==> config.mk <==
export PLATFORM = sky130hd
export DESIGN_NAME = pet_mood_scheduler_flat
export DESIGN_NICKNAME = d
export VERILOG_FILES = /design/src/rtl/pet_pkg.sv /design/src/rtl/pet_mood_scheduler_if.sv /design/src/rtl/sec_prescaler.sv /design/src/rtl/pet_mood_scheduler.sv /design/src/flat_wrapper.sv
export SDC_FILE = /design/constraint.sdc
export NUM_CORES = 1
export LEC_CHECK = 0
export ABC_AREA = 1
export BUFFER_PORTS_ARGS = -buffer_cell sky130_fd_sc_hd__buf_2
export CAP_MARGIN = 20
export CELL_PAD_IN_SITES_DETAIL_PLACEMENT = 1
export CELL_PAD_IN_SITES_GLOBAL_PLACEMENT = 2
export CORE_ASPECT_RATIO = 0.9
export CORE_MARGIN = 4
export CORE_UTILIZATION = 36
export CTS_CLUSTER_SIZE = 10
export DETAILED_ROUTE_END_ITERATION = 10
export HOLD_SLACK_MARGIN = 0.02
export PLACE_DENSITY_LB_ADDON = 0.1
export SLEW_MARGIN = 20
export SYNTH_ARGS = -nofsm -noshare
export SYNTH_HDL_FRONTEND = slang
export SYNTH_HIERARCHICAL = 1
export SYNTH_SLANG_ARGS = --single-unit
export TNS_END_PERCENT = 20
==> constraint.sdc <==
create_clock -name clk -period 7.25 [get_ports clk]
set_clock_uncertainty 0.2 [all_clocks]
set_input_delay 0.725 -clock clk [delete_from_list [all_inputs] [get_ports clk]]
set_output_delay 0.725 -clock clk [all_outputs]
set_load 0.01 [all_outputs]
==> src/rtl/pet_pkg.sv <==
`default_nettype none
// ============================================================================
// Module      : pet_pkg
// Description : Shared types and helpers for the virtual-pet behaviour core.
//               Holds the 4-bit state/face codes, the need-level width and a
//               saturating add/sub used by every level register.
// Revision    : 1.0 - initial release
// ============================================================================
package pet_pkg;

   localparam int LVL_W = 4;

   // State code doubles as the face index sent to the matrix driver.
   typedef enum logic [3:0] {
      ST_NORMAL   = 4'd0,
      ST_HUNGRY   = 4'd1,
      ST_GREET    = 4'd2,
      ST_EATING   = 4'd3,
      ST_PLAYING  = 4'd4,
      ST_SLEEPING = 4'd5,
      ST_TIRED    = 4'd6,
      ST_SAD      = 4'd7,
      ST_DEAD     = 4'd8
   } state_t;

   // Net level update: lvl + inc - dec, clamped to [0, max]. The sum is
   // formed one bit wider so a full level plus a boost cannot wrap.
   function automatic logic [LVL_W-1:0] sat_update(
      input logic [LVL_W-1:0] lvl,
      input logic [LVL_W-1:0] inc,
      input logic [LVL_W-1:0] dec,
      input logic [LVL_W-1:0] max
   );
      logic [LVL_W:0]   sum;
      logic [LVL_W-1:0] res;
      sum = {1'b0, lvl} + {1'b0, inc};
      if (sum <= {1'b0, dec}) begin
         res = '0;
      end else begin
         sum = sum - {1'b0, dec};
         res = (sum > {1'b0, max}) ? max : sum[LVL_W-1:0];
      end
      return res;
   endfunction

endpackage
`default_nettype wire

==> src/rtl/pet_mood_scheduler_if.sv <==
`default_nettype none
// ============================================================================
// Module      : pet_mood_scheduler_if
// Description : Face handshake between the behaviour core and the LED-matrix
//               face driver.
//   face_code : face index (state code), stable while face_req is high
//   face_req  : a new face is pending
//   face_ack  : single-cycle pulse, driver has taken face_code
// Revision    : 1.0 - initial release
// ============================================================================
interface pet_mood_scheduler_if;
   logic [3:0] face_code;
   logic       face_req;
   logic       face_ack;

   modport master (output face_code, output face_req, input  face_ack);
   modport slave  (input  face_code, input  face_req, output face_ack);
endinterface
`default_nettype wire

==> src/rtl/sec_prescaler.sv <==
`default_nettype none
// ============================================================================
// Module      : sec_prescaler
// Description : Divides clk down to a one-cycle pulse once per second.
//   clk      : system clock
//   reset    : asynchronous, active-high
//   sec_tick : high in the cycle the prescaler wraps from CLK_HZ-1 to 0
// Revision    : 1.0 - initial release
// ============================================================================
module sec_prescaler #(
   parameter int CLK_HZ = 50000000
)(
   input  logic clk,
   input  logic reset,
   output logic sec_tick
);

   localparam int c_CW = (CLK_HZ > 1) ? $clog2(CLK_HZ) : 1;
   localparam logic [c_CW-1:0] c_LAST = c_CW'(CLK_HZ - 1);

   logic [c_CW-1:0] r_cnt;
   logic            w_wrap;

   assign w_wrap   = (r_cnt == c_LAST);
   assign sec_tick = w_wrap;

   always_ff @(posedge clk or posedge reset) begin
      if (reset) begin
         r_cnt <= '0;
      end else if (w_wrap) begin
         r_cnt <= '0;
      end else begin
         r_cnt <= r_cnt + c_CW'(1);
      end
   end

endmodule
`default_nettype wire

==> src/rtl/pet_mood_scheduler.sv <==
`default_nettype none
// ============================================================================
// Module      : pet_mood_scheduler
// Description : Virtual-pet behaviour controller. Keeps fullness/energy/joy,
//               decays them on the 1 Hz tick, arbitrates feed/play/sleep and
//               proximity into one pet state, and pushes that state as a face
//               code to the matrix driver over a req/ack handshake.
//   clk, reset          : clock, asynchronous active-high reset
//   feed_p/play_p/sleep_p : debounced single-cycle button pulses
//   dist_cm             : ultrasonic distance, valid every cycle
//   face_if (master)    : face_code / face_req / face_ack handshake
//   fullness/energy/joy : current need levels
//   sec_tick            : one-cycle pulse per second
// Revision    : 1.0 - initial release
// ============================================================================
module pet_mood_scheduler
   import pet_pkg::*;
#(
   parameter int CLK_HZ  = 50000000,
   parameter int LVL_MAX = 10,
   parameter int LVL_LOW = 3,
   parameter int DECAY_S = 6,
   parameter int ACT_S   = 3,
   parameter int NEAR_CM = 5,
   parameter int BOOST   = 3
)(
   input  logic                 clk,
   input  logic                 reset,
   input  logic                 feed_p,
   input  logic                 play_p,
   input  logic                 sleep_p,
   input  logic [15:0]          dist_cm,
   pet_mood_scheduler_if.master face_if,
   output logic [LVL_W-1:0]     fullness,
   output logic [LVL_W-1:0]     energy,
   output logic [LVL_W-1:0]     joy,
   output logic                 sec_tick
);

   localparam int c_DCW = (DECAY_S > 1) ? $clog2(DECAY_S) : 1;
   localparam int c_ACW = (ACT_S > 1) ? $clog2(ACT_S) : 1;
   localparam logic [LVL_W-1:0] c_LVL_MAX = LVL_W'(LVL_MAX);
   localparam logic [LVL_W-1:0] c_LVL_LOW = LVL_W'(LVL_LOW);
   localparam logic [LVL_W-1:0] c_BOOST   = LVL_W'(BOOST);
   localparam logic [LVL_W-1:0] c_ONE     = LVL_W'(1);

   state_t            r_state, w_next, w_mood, r_face_code;
   logic              r_face_req;
   logic [LVL_W-1:0]  r_full, r_energy, r_joy;
   logic [c_DCW-1:0]  r_decay_cnt;
   logic [c_ACW-1:0]  r_act_cnt;

   logic              w_tick, w_near, w_decay, w_dead_cond, w_act_done;
   logic              w_feed_go, w_play_go, w_greet_inc, w_freeze;
   logic [LVL_W-1:0]  w_full_inc, w_full_dec, w_en_inc, w_en_dec;
   logic [LVL_W-1:0]  w_joy_inc, w_joy_dec;

   sec_prescaler #(.CLK_HZ(CLK_HZ)) u_prescaler (
      .clk      (clk),
      .reset    (reset),
      .sec_tick (w_tick)
   );

   assign sec_tick    = w_tick;
   assign fullness    = r_full;
   assign energy      = r_energy;
   assign joy         = r_joy;
   assign face_if.face_code = r_face_code;
   assign face_if.face_req  = r_face_req;

   assign w_near      = (dist_cm <= 16'(NEAR_CM));
   assign w_decay     = w_tick && (r_decay_cnt == c_DCW'(DECAY_S - 1));
   assign w_dead_cond = (r_full == '0) && (r_energy == '0);
   assign w_act_done  = w_tick && (r_act_cnt == c_ACW'(ACT_S - 1));
   // Levels stop moving once DEAD is reached or about to be entered.
   assign w_freeze    = (r_state == ST_DEAD) || w_dead_cond;

   // Mood resolution from the current levels.
   always_comb begin
      w_mood = ST_NORMAL;
      if (r_full <= c_LVL_LOW) begin
         w_mood = ST_HUNGRY;
      end else if (r_energy <= c_LVL_LOW) begin
         w_mood = ST_TIRED;
      end else if (r_joy <= c_LVL_LOW) begin
         w_mood = ST_SAD;
      end
   end

   // State register.
   always_ff @(posedge clk or posedge reset) begin
      if (reset) begin
         r_state <= ST_NORMAL;
      end else begin
         r_state <= w_next;
      end
   end

   // Next-state and action decode.
   always_comb begin
      w_next      = r_state;
      w_feed_go   = 1'b0;
      w_play_go   = 1'b0;
      if (r_state == ST_DEAD) begin
         w_next = ST_DEAD;
      end else if (w_dead_cond) begin
         w_next = ST_DEAD;
      end else begin
         case (r_state)
            ST_EATING, ST_PLAYING: begin
               if (w_act_done) w_next = w_mood;
            end
            ST_SLEEPING: begin
               if (w_near) begin
                  w_next = ST_GREET;
               end else if (sleep_p || (r_energy == c_LVL_MAX)) begin
                  w_next = w_mood;
               end
            end
            default: begin
               if (feed_p) begin
                  w_next    = ST_EATING;
                  w_feed_go = 1'b1;
               end else if (sleep_p) begin
                  w_next = ST_SLEEPING;
               end else if (play_p && (r_energy >= LVL_W'(2))) begin
                  w_next    = ST_PLAYING;
                  w_play_go = 1'b1;
               end else if (w_near) begin
                  w_next = ST_GREET;
               end else begin
                  w_next = w_mood;
               end
            end
         endcase
      end
      w_greet_inc = (w_next == ST_GREET) && (r_state != ST_GREET);
   end

   // Per-level increments/decrements; combined into one clamped update.
   always_comb begin
      w_full_inc = w_feed_go ? c_BOOST : '0;
      w_full_dec = w_decay ? c_ONE : '0;
      w_joy_inc  = (w_play_go ? c_BOOST : '0) + (w_greet_inc ? c_ONE : '0);
      w_joy_dec  = w_decay ? c_ONE : '0;
      w_en_inc   = '0;
      w_en_dec   = '0;
      if (r_state == ST_SLEEPING) begin
         // Sleep recharges every second instead of decaying.
         w_en_inc = w_tick ? c_ONE : '0;
      end else begin
         w_en_dec = (w_decay ? c_ONE : '0) + (w_play_go ? c_ONE : '0);
      end
   end

   always_ff @(posedge clk or posedge reset) begin
      if (reset) begin
         r_full   <= c_LVL_MAX;
         r_energy <= c_LVL_MAX;
         r_joy    <= c_LVL_MAX;
      end else if (!w_freeze) begin
         r_full   <= sat_update(r_full,   w_full_inc, w_full_dec, c_LVL_MAX);
         r_energy <= sat_update(r_energy, w_en_inc,   w_en_dec,   c_LVL_MAX);
         r_joy    <= sat_update(r_joy,    w_joy_inc,  w_joy_dec,  c_LVL_MAX);
      end
   end

   // Second counters: decay interval and time spent eating/playing.
   always_ff @(posedge clk or posedge reset) begin
      if (reset) begin
         r_decay_cnt <= '0;
         r_act_cnt   <= '0;
      end else begin
         if (w_tick) begin
            r_decay_cnt <= (r_decay_cnt == c_DCW'(DECAY_S - 1)) ?
                           '0 : r_decay_cnt + c_DCW'(1);
         end
         if (w_feed_go || w_play_go) begin
            r_act_cnt <= '0;
         end else if (((r_state == ST_EATING) || (r_state == ST_PLAYING)) &&
                      w_tick && !w_act_done) begin
            r_act_cnt <= r_act_cnt + c_ACW'(1);
         end
      end
   end

   // Face handshake: a face is only loaded while no request is outstanding,
   // and always from the current state, so intermediate states collapse.
   always_ff @(posedge clk or posedge reset) begin
      if (reset) begin
         r_face_code <= ST_NORMAL;
         r_face_req  <= 1'b1;
      end else if (r_face_req) begin
         if (face_if.face_ack) r_face_req <= 1'b0;
      end else if (r_state != r_face_code) begin
         r_face_code <= r_state;
         r_face_req  <= 1'b1;
      end
   end

endmodule
`default_nettype wire

==> src/flat_wrapper.sv <==
// flat-port wrapper written by rule: the top's interface ports become plain ports
module pet_mood_scheduler_flat import pet_pkg::*;
#(
   parameter int CLK_HZ  = 50000000,
   parameter int LVL_MAX = 10,
   parameter int LVL_LOW = 3,
   parameter int DECAY_S = 6,
   parameter int ACT_S   = 3,
   parameter int NEAR_CM = 5,
   parameter int BOOST   = 3
)
  (clk, reset, feed_p, play_p, sleep_p, dist_cm, fullness, energy, joy, sec_tick, face_if_face_code, face_if_face_req, face_if_face_ack);
  pet_mood_scheduler_if face_if_i ();
  input  logic clk;
  input  logic reset;
  input  logic feed_p;
  input  logic play_p;
  input  logic sleep_p;
  input  logic [15:0] dist_cm;
  output logic [LVL_W-1:0] fullness;
  output logic [LVL_W-1:0] energy;
  output logic [LVL_W-1:0] joy;
  output logic sec_tick;
  output wire logic [$bits(face_if_i.face_code)-1:0] face_if_face_code;
  output wire logic [$bits(face_if_i.face_req)-1:0] face_if_face_req;
  input wire logic [$bits(face_if_i.face_ack)-1:0] face_if_face_ack;
  assign face_if_face_code = face_if_i.face_code;
  assign face_if_face_req = face_if_i.face_req;
  assign face_if_i.face_ack = face_if_face_ack;
  pet_mood_scheduler #(.CLK_HZ(CLK_HZ), .LVL_MAX(LVL_MAX), .LVL_LOW(LVL_LOW), .DECAY_S(DECAY_S), .ACT_S(ACT_S), .NEAR_CM(NEAR_CM), .BOOST(BOOST)) u_core (.clk(clk), .reset(reset), .feed_p(feed_p), .play_p(play_p), .sleep_p(sleep_p), .dist_cm(dist_cm), .face_if(face_if_i), .fullness(fullness), .energy(energy), .joy(joy), .sec_tick(sec_tick));
endmodule
==> results by group, run 1 <==
Status
  – Status: finished, final reports clean

Clock tree
  – CTS tree: built
  – Post-CTS Resized: 0
  – Clock sink total: 52
  – Post CTS Setup Buffer Count: 0
  – CTS max path bufs: 2
  – Reg clk slew, reported paths: 70 ps
  – Clock Latency Late Sink: 300 ps
  – Hold buffer count at cts: 0
  – CTS Buf Count: 5
  – Root buffer cell: clkbuf_16
  – H-tree levels: 2

Floorplan
  – Core Area: between 10000 and 15000 µm²
  – IO Pins: 40
  – Core Rows: 35
  – Initial core utilization: 0.371
  – Die height: between 100 and 150 µm
  – Die area: between 10000 and 15000 µm²
  – Width of the die: 117 µm

Final layout
  – Share of cells above drive strength 1: 0.152
  – Most frequent cells in the layout: nand2_1 (161), nor2_1 (83), inv_1 (73)
  – Area Growth Syn to Fin: 12.9%
  – Commonest non-fill, non-tap cell in the layout: nand2_1
  – # diodes: 0
  – Fin nets: between 600 and 700
  – Fin util: 0.419
  – Final Cell Area: 4330 µm²

Critical path
  – CP required: slightly above 7000 ps
  – R2r worst-path depth: 27
  – Reg2Reg Capture Point: u_core/joy[2]$_DFFE_PP0N_
  – CP startpoint kind: flop
  – Setup crit end kind: flop
  – Critical Path AT: roughly 4200 ps
  – Setup CP Type: flop to flop
  – Crit path max fanout: 6
  – Worst R2R Setup Slack: ~3000 ps
  – Reg-to-reg startpoint: u_core/u_prescaler/r_cnt[0]$_DFF_PP0_

Worst hold path
  – Min-delay src: u_core/r_decay_cnt[0]$_DFFE_PP0P_
  – WHS Path Cells: 1
  – HP Class: flop to flop
  – Hold Path End: u_core/r_decay_cnt[0]$_DFFE_PP0P_

Detailed routing
  – Starting DRT DRC Count: a little under 200
  – DRT Wirelength: around 10000 µm
  – DR DRC count: 0
  – Drt wl/cell: ~14 µm
  – First drt pass iteration count: 4
  – Vias per Instance: a little under 5
  – Vias post-DR: between 3000 and 4000
  – Post-route ant nets: 0

Placement
  – Placer Congestion: 0.805
  – Place WS: roughly 3000 ps
  – Port Buf Inserts: 38
  – Dpl hpwl: 8400 µm
  – Placed instance area: 4170 µm²

Power and ir drop
  – Clk pwr share: 0.438
  – Sequential share of power: 0.507
  – Cell area power density: around 140 nW/µm²
  – Worst vdd ir: between 0.07 and 0.08 mV
  – Net Sw Frac: 0.234
  – Internal power: approximately 460 µW
  – Logic pwr share: 0.055
  – Leak pwr: roughly 0.0023 µW
  – Psw: approximately 140 µW

Logic synthesis
  – Post-synth cell types: 32
  – Syn Nets: a little under 600
  – Post-Synthesis Cells: about 560
  – Mapped cell area: 3830 µm²
  – Yosys reg bits: between 50 and 60
  – Synth warn: 6
  – Sequential area share after synthesis: 0.342
  – Avg Cell Area, Syn: 6.91 µm²

STA
  – Count of final hold-check violations: 0
  – Hold Slack: between 200 and 300 ps
  – Final TNS setup: 0 ps
  – Slew margin rel.: 0.505
  – Unrepaired setup endpoints after global routing: false
  – Worst Setup Slack, final: around 3000 ps
  – Highest clock rate: 0.235 GHz
  – Period Utilization, post-route: 0.587
  – # setup viols final: 0
  – Slew @ Worst Pin: 742 ps
  – Max Slew Vio Count: 0
  – Final min period: 4250 ps

Global route
  – Total track usage: 0.178
  – Largest net degree at the start of global routing: 27
  – Grt ovf: 0
  – Initial antenna violation count: 0
  – Vias in the first global route: approximately 3600
  – First-pass GRT wire length: between 15000 and 20000 µm

Run
  – # Max-Cap Violations: 0
## layout make-up
type | count | area (µm²)
Fill cell | 1377 | 6010
Multi-Input combinational cell | 421 | 2190
Sequential cell | 52 | 1310
Inverter | 78 | 293
Timing Repair Buffer | 40 | 213
Tap cell | 129 | 161
Clock buffer | 8 | 156
## stage by stage
step	instances	power [µW]
6_report	728	596
5_1_grt	728	623
4_1_cts	728	604
3_5_place_dp	720	342
3_3_place_gp	719	339
2_1_floorplan	555	324
## layer usage
metal	share of wire	vias up	wire length (µm)	GRT usage
li1	-	1820	-	-
met1	0.53	1667	5500	0.273
met2	0.44	31	4530	0.261
met3	0.030	2	307	0.0293
met4	0.0028	0	29	0.0319
met5	0	-	0	0
## critical path, stage by stage, from the launching register on
cell and delay, ps:
dfrtp_1 430, ha_1 170, nand3_1 120, nor2_2 180, nand2_1 120, nor3_1 190, buf_4 180, nand2_1 120
inv_1 100, nand3_1 100, nand2_1 90, nand2_1 50, nand2_1 60, nor2_1 40, nor2_2 90, nand3_1 100
fa_1 370, inv_1 100, fa_1 450, inv_1 100, ha_1 190, o21ai_1 120, inv_1 70, nand2_1 50
nand2_1 50, nand2_1 90, nand3_1 110, o21ai_1 60
## how the worst max path moves through the flow
stage / to / depth (start not counted) / from
after floorplan: u_core/joy[2]$_DFFE_PP0N_ / 23 / u_core/u_prescaler/r_cnt[0]$_DFF_PP0_
after global placement: u_core/joy[2]$_DFFE_PP0N_ / 27 / u_core/u_prescaler/r_cnt[0]$_DFF_PP0_
after detailed placement: u_core/joy[2]$_DFFE_PP0N_ / 27 / u_core/u_prescaler/r_cnt[0]$_DFF_PP0_
after CTS: u_core/joy[2]$_DFFE_PP0N_ / 27 / u_core/u_prescaler/r_cnt[0]$_DFF_PP0_
after global routing: u_core/joy[2]$_DFFE_PP0N_ / 27 / u_core/u_prescaler/r_cnt[0]$_DFF_PP0_
final: u_core/joy[2]$_DFFE_PP0N_ / 27 / u_core/u_prescaler/r_cnt[0]$_DFF_PP0_
## Yosys cell counts, drive strengths merged
cell,instances,area [µm²]
o21ai,24,120
and2,1,6.26
or2,1,6.26
nand3,48,260
a21oi,10,50.1
nand4,14,93.8
nand3b,1,7.51
o21bai,3,22.5
dfstp,7,184
xor2,15,131
o211ai,2,15.0
nor3,6,41.3
nor2,99,437
ha,15,188
buf,3,30.0
fa,4,80.1
xnor2,7,68.8
a31oi,1,6.26
clkbuf,1,5.00
dfrtp,45,1130
nand2,170,661
inv,78,293
## power groups by stage
stage / Clock (µW) / Sequential [µW] / Combinational (µW)
after floorplan: 0 / 309 / 14.4
after global routing: 282 / 304 / 37.6
after CTS: 267 / 303 / 33.7
after detailed placement: 0 / 309 / 33.6
final: 261 / 302 / 32.5
after global placement: 0 / 308 / 31.8
## kinds of logic (layout without fill, tap and decap cells)
group | after synthesis | count (layout) | share of synthesized area
xor+xnor | 22 | 22 | 0.0522
compound gates | 40 | 40 | 0.0558
buf+inv | 82 | 126 | 0.0855
fa+ha+maj | 19 | 19 | 0.0699
simple gates | 340 | 340 | 0.395
flops | 52 | 52 | 0.342
## state kept, by name, summed over array words and instances, names as in the netlist, 2 cells and up
name / flops
u_core/r_act_cnt: 2
u_core/u_prescaler/r_cnt: 26
u_core/r_state: 4
u_core/joy: 4
u_core/fullness: 4
u_core/energy: 4
u_core/face_if.face_code: 4
u_core/r_decay_cnt: 3
(Power assumes the default switching activity.)
==> inputs of run 2 (changes only) <==
--- a/config.mk
+++ b/config.mk
@@ -12,7 +12,7 @@
 export CELL_PAD_IN_SITES_GLOBAL_PLACEMENT = 2
 export CORE_ASPECT_RATIO = 0.9
 export CORE_MARGIN = 4
-export CORE_UTILIZATION = 36
+export CORE_UTILIZATION = 33
 export CTS_CLUSTER_SIZE = 10
 export DETAILED_ROUTE_END_ITERATION = 10
 export HOLD_SLACK_MARGIN = 0.02
==> constraint.sdc (replaced) <==
create_clock -name clk -period 4.1 [get_ports clk]
set_clock_uncertainty 0.2 [all_clocks]
set_input_delay 0.41 -clock clk [delete_from_list [all_inputs] [get_ports clk]]
set_output_delay 0.41 -clock clk [all_outputs]
set_load 0.01 [all_outputs]
==> results by group, run 2 (synthesis gave the netlist of run 1 again) <==
Final layout
  – Seq. cell area: 1310 µm²
  – Largest register FFs: 26
  – Filler Cells Inserted: ~1500
  – Final Cell Area: roughly 4600 µm²
  – Fin nets: 652
  – Multi-input gate area: around 2300 µm²
  – Commonest non-fill, non-tap cell in the layout: nand2_1
  – # diodes: 0
  – Top reg by flops: u_core/u_prescaler/r_cnt
  – Most frequent cells in the layout: nand2_1 (152), nor2_1 (79), inv_1 (69)
  – Share of cells above drive strength 1: 0.212
  – Area Growth Syn to Fin: 19.5%

Detailed routing
  – Drt wl/cell: approximately 14 µm
  – DR DRC count: 0
  – First drt pass iteration count: 4
  – Vias per Instance: 4.72
  – DRT Wirelength: between 10000 and 15000 µm
  – Vias post-DR: roughly 3600
  – Post-route ant nets: 0
  – Starting DRT DRC Count: ~150

Status
  – Status: finished, final reports clean

STA
  – Unrepaired setup endpoints after global routing: true
  – Hold Slack: roughly 53 ps
  – # setup viols final: 0
  – Count of final hold-check violations: 0
  – Final min period: 3860 ps
  – Max Slew Vio Count: 0
  – Final TNS setup: 0 ps
  – Period Utilization, post-route: 0.942
  – Slew @ Worst Pin: around 600 ps
  – Highest clock rate: between 0.2 and 0.3 GHz
  – Slew margin rel.: 0.590

Power and ir drop
  – Leak pwr: between 0.002 and 0.0025 µW
  – Logic pwr share: 0.057
  – Tot Pwr: around 1000 µW
  – Net Sw Frac: 0.245
  – Clk pwr share: 0.433
  – Sequential share of power: 0.509
  – Worst vdd ir: approximately 0.14 mV
  – Cell area power density: 229 nW/µm²
  – Psw: between 200 and 300 µW
  – Internal power: 792 µW

Global route
  – Initial antenna violation count: 0
  – Total track usage: 0.172
  – Grt ovf: 0
  – First-pass GRT wire length: between 15000 and 20000 µm
  – Largest net degree at the start of global routing: 27
  – Vias in the first global route: around 3600

Run
  – # Max-Cap Violations: 0

Critical path
  – R2r worst-path depth: 23
  – Setup CP Type: flop to flop
  – Crit path max fanout: 4
  – Reg-to-reg startpoint: u_core/u_prescaler/r_cnt[1]$_DFF_PP0_
  – Crit path cell chain: ha_2 -> nand3_4 -> nor2_4 -> nand2_4 -> nor3_4 -> nand2_2 -> inv_2 -> nand3_2 -> nand2_2 -> nand2_1 -> nand2_1 -> nor2_2 -> nor2_2 -> nand3_2 -> fa_2 -> inv_2 -> fa_1 -> inv_2 -> ha_4 -> o211ai_1 -> nand3_1 -> nand3_1 -> o21ai_1
  – Critical path's largest stage delay: about 420 ps
  – CP startpoint kind: flop
  – Worst R2R Setup Slack: about 240 ps
  – Buf+Inv Stages, Crit Path: 3
  – Reg2Reg Capture Point: u_core/joy[2]$_DFFE_PP0N_
  – Worst path top cell family by delay: simple AND/OR/NAND/NOR gates
  – Critical Path AT: roughly 3900 ps
  – CP most frequent cell: inv_2
  – Setup crit end kind: flop
  – CP required: approximately 4000 ps
  – Crit-path slowest cell: fa_1

Clock tree
  – Clock sink total: 52
  – CTS tree: built
  – Clock Latency Late Sink: around 300 ps
  – H-tree levels: 2
  – Reg clk slew, reported paths: 80 ps
  – CTS max path bufs: 2
  – CTS Buf Count: 5
  – Root buffer cell: clkbuf_16

Placement
  – Placed instance area: 4260 µm²
  – Placer Congestion: between 0.8 and 0.9
  – Dpl hpwl: 8710 µm
  – Port Buf Inserts: 38

Floorplan
  – IO Pins: 40
  – Die height: approximately 110 µm
  – Core Area: 11400 µm²
  – Core Rows: 37
  – Width of the die: 122 µm
  – Initial core utilization: 0.337
  – Die area: between 10000 and 15000 µm²

Worst hold path
  – Min-delay src: face_if_face_ack
  – WHS Path Cells: 2
  – Hold Path End: u_core/face_if.face_req$_DFF_PP1_
  – HP Class: primary input to flop
==> run 2: cell types whose count changed in the layout (fill, tap and decap cells not counted), sizes merged <==
cell	change
buf	+12
clkbuf	-2
clkinvlp	+2
dlygate4sd3	+1
==> run 2: metrics by stage <==
step                       util  std cells  setup slack, ps
final                     0.402        768              236
after global routing      0.402        768             -103
after CTS                 0.388        761             57.1
after detailed placement  0.374        752             43.9
after global placement    0.372        751              169
after floorplan               -        555              218
==> run 2: how the worst max path moves through the flow <==
stage	to	start	cells after the start
finish	u_core/joy[2]$_DFFE_PP0N_	u_core/u_prescaler/r_cnt[1]$_DFF_PP0_	23
global route	u_core/joy[2]$_DFFE_PP0N_	u_core/u_prescaler/r_cnt[1]$_DFF_PP0_	25
CTS	u_core/joy[0]$_DFFE_PP0N_	u_core/u_prescaler/r_cnt[1]$_DFF_PP0_	26
detailed placement	u_core/joy[0]$_DFFE_PP0N_	u_core/u_prescaler/r_cnt[1]$_DFF_PP0_	26
global placement	u_core/joy[0]$_DFFE_PP0N_	u_core/u_prescaler/r_cnt[1]$_DFF_PP0_	26
floorplan	u_core/joy[2]$_DFFE_PP0N_	u_core/u_prescaler/r_cnt[0]$_DFF_PP0_	23
==> run 2: cell type report <==
cell class / instances / share of cell area
multi-input combinational: 421 / 0.503
sequential: 52 / 0.286
timing repair buffer: 53 / 0.0710
inverter: 78 / 0.0639
tap: 156 / 0.0426
clock buffer: 6 / 0.0303
clock inverter: 2 / 0.00328
==> run 2: what timing repair did <==
action,CTS,global route
hold buffers,1,0
pin swaps,1,15
gates cloned,0,0
gates resized for setup,0,31
endpoints found under the setup margin,1,4
setup buffers,0,7
hold endpoints to repair,28,0
==> run 2: per-layer routing <==
layer | GRT usage | wire, µm | vias up
met5 | 0 | 0 | -
met4 | 0.0456 | 118 | 0
met3 | 0.0255 | 281 | 7
met2 | 0.261 | 4810 | 28
met1 | 0.257 | 5780 | 1737
li1 | - | - | 1852
==> run 2: power groups by stage <==
stage               Combinational, µW  Clock [µW]  Sequential, µW
floorplan                        25.4           0             547
global placement                 56.4           0             544
detailed placement               61.8           0             545
CTS                              62.9         475             535
global route                     69.0         496             537
finish                           60.2         455             534
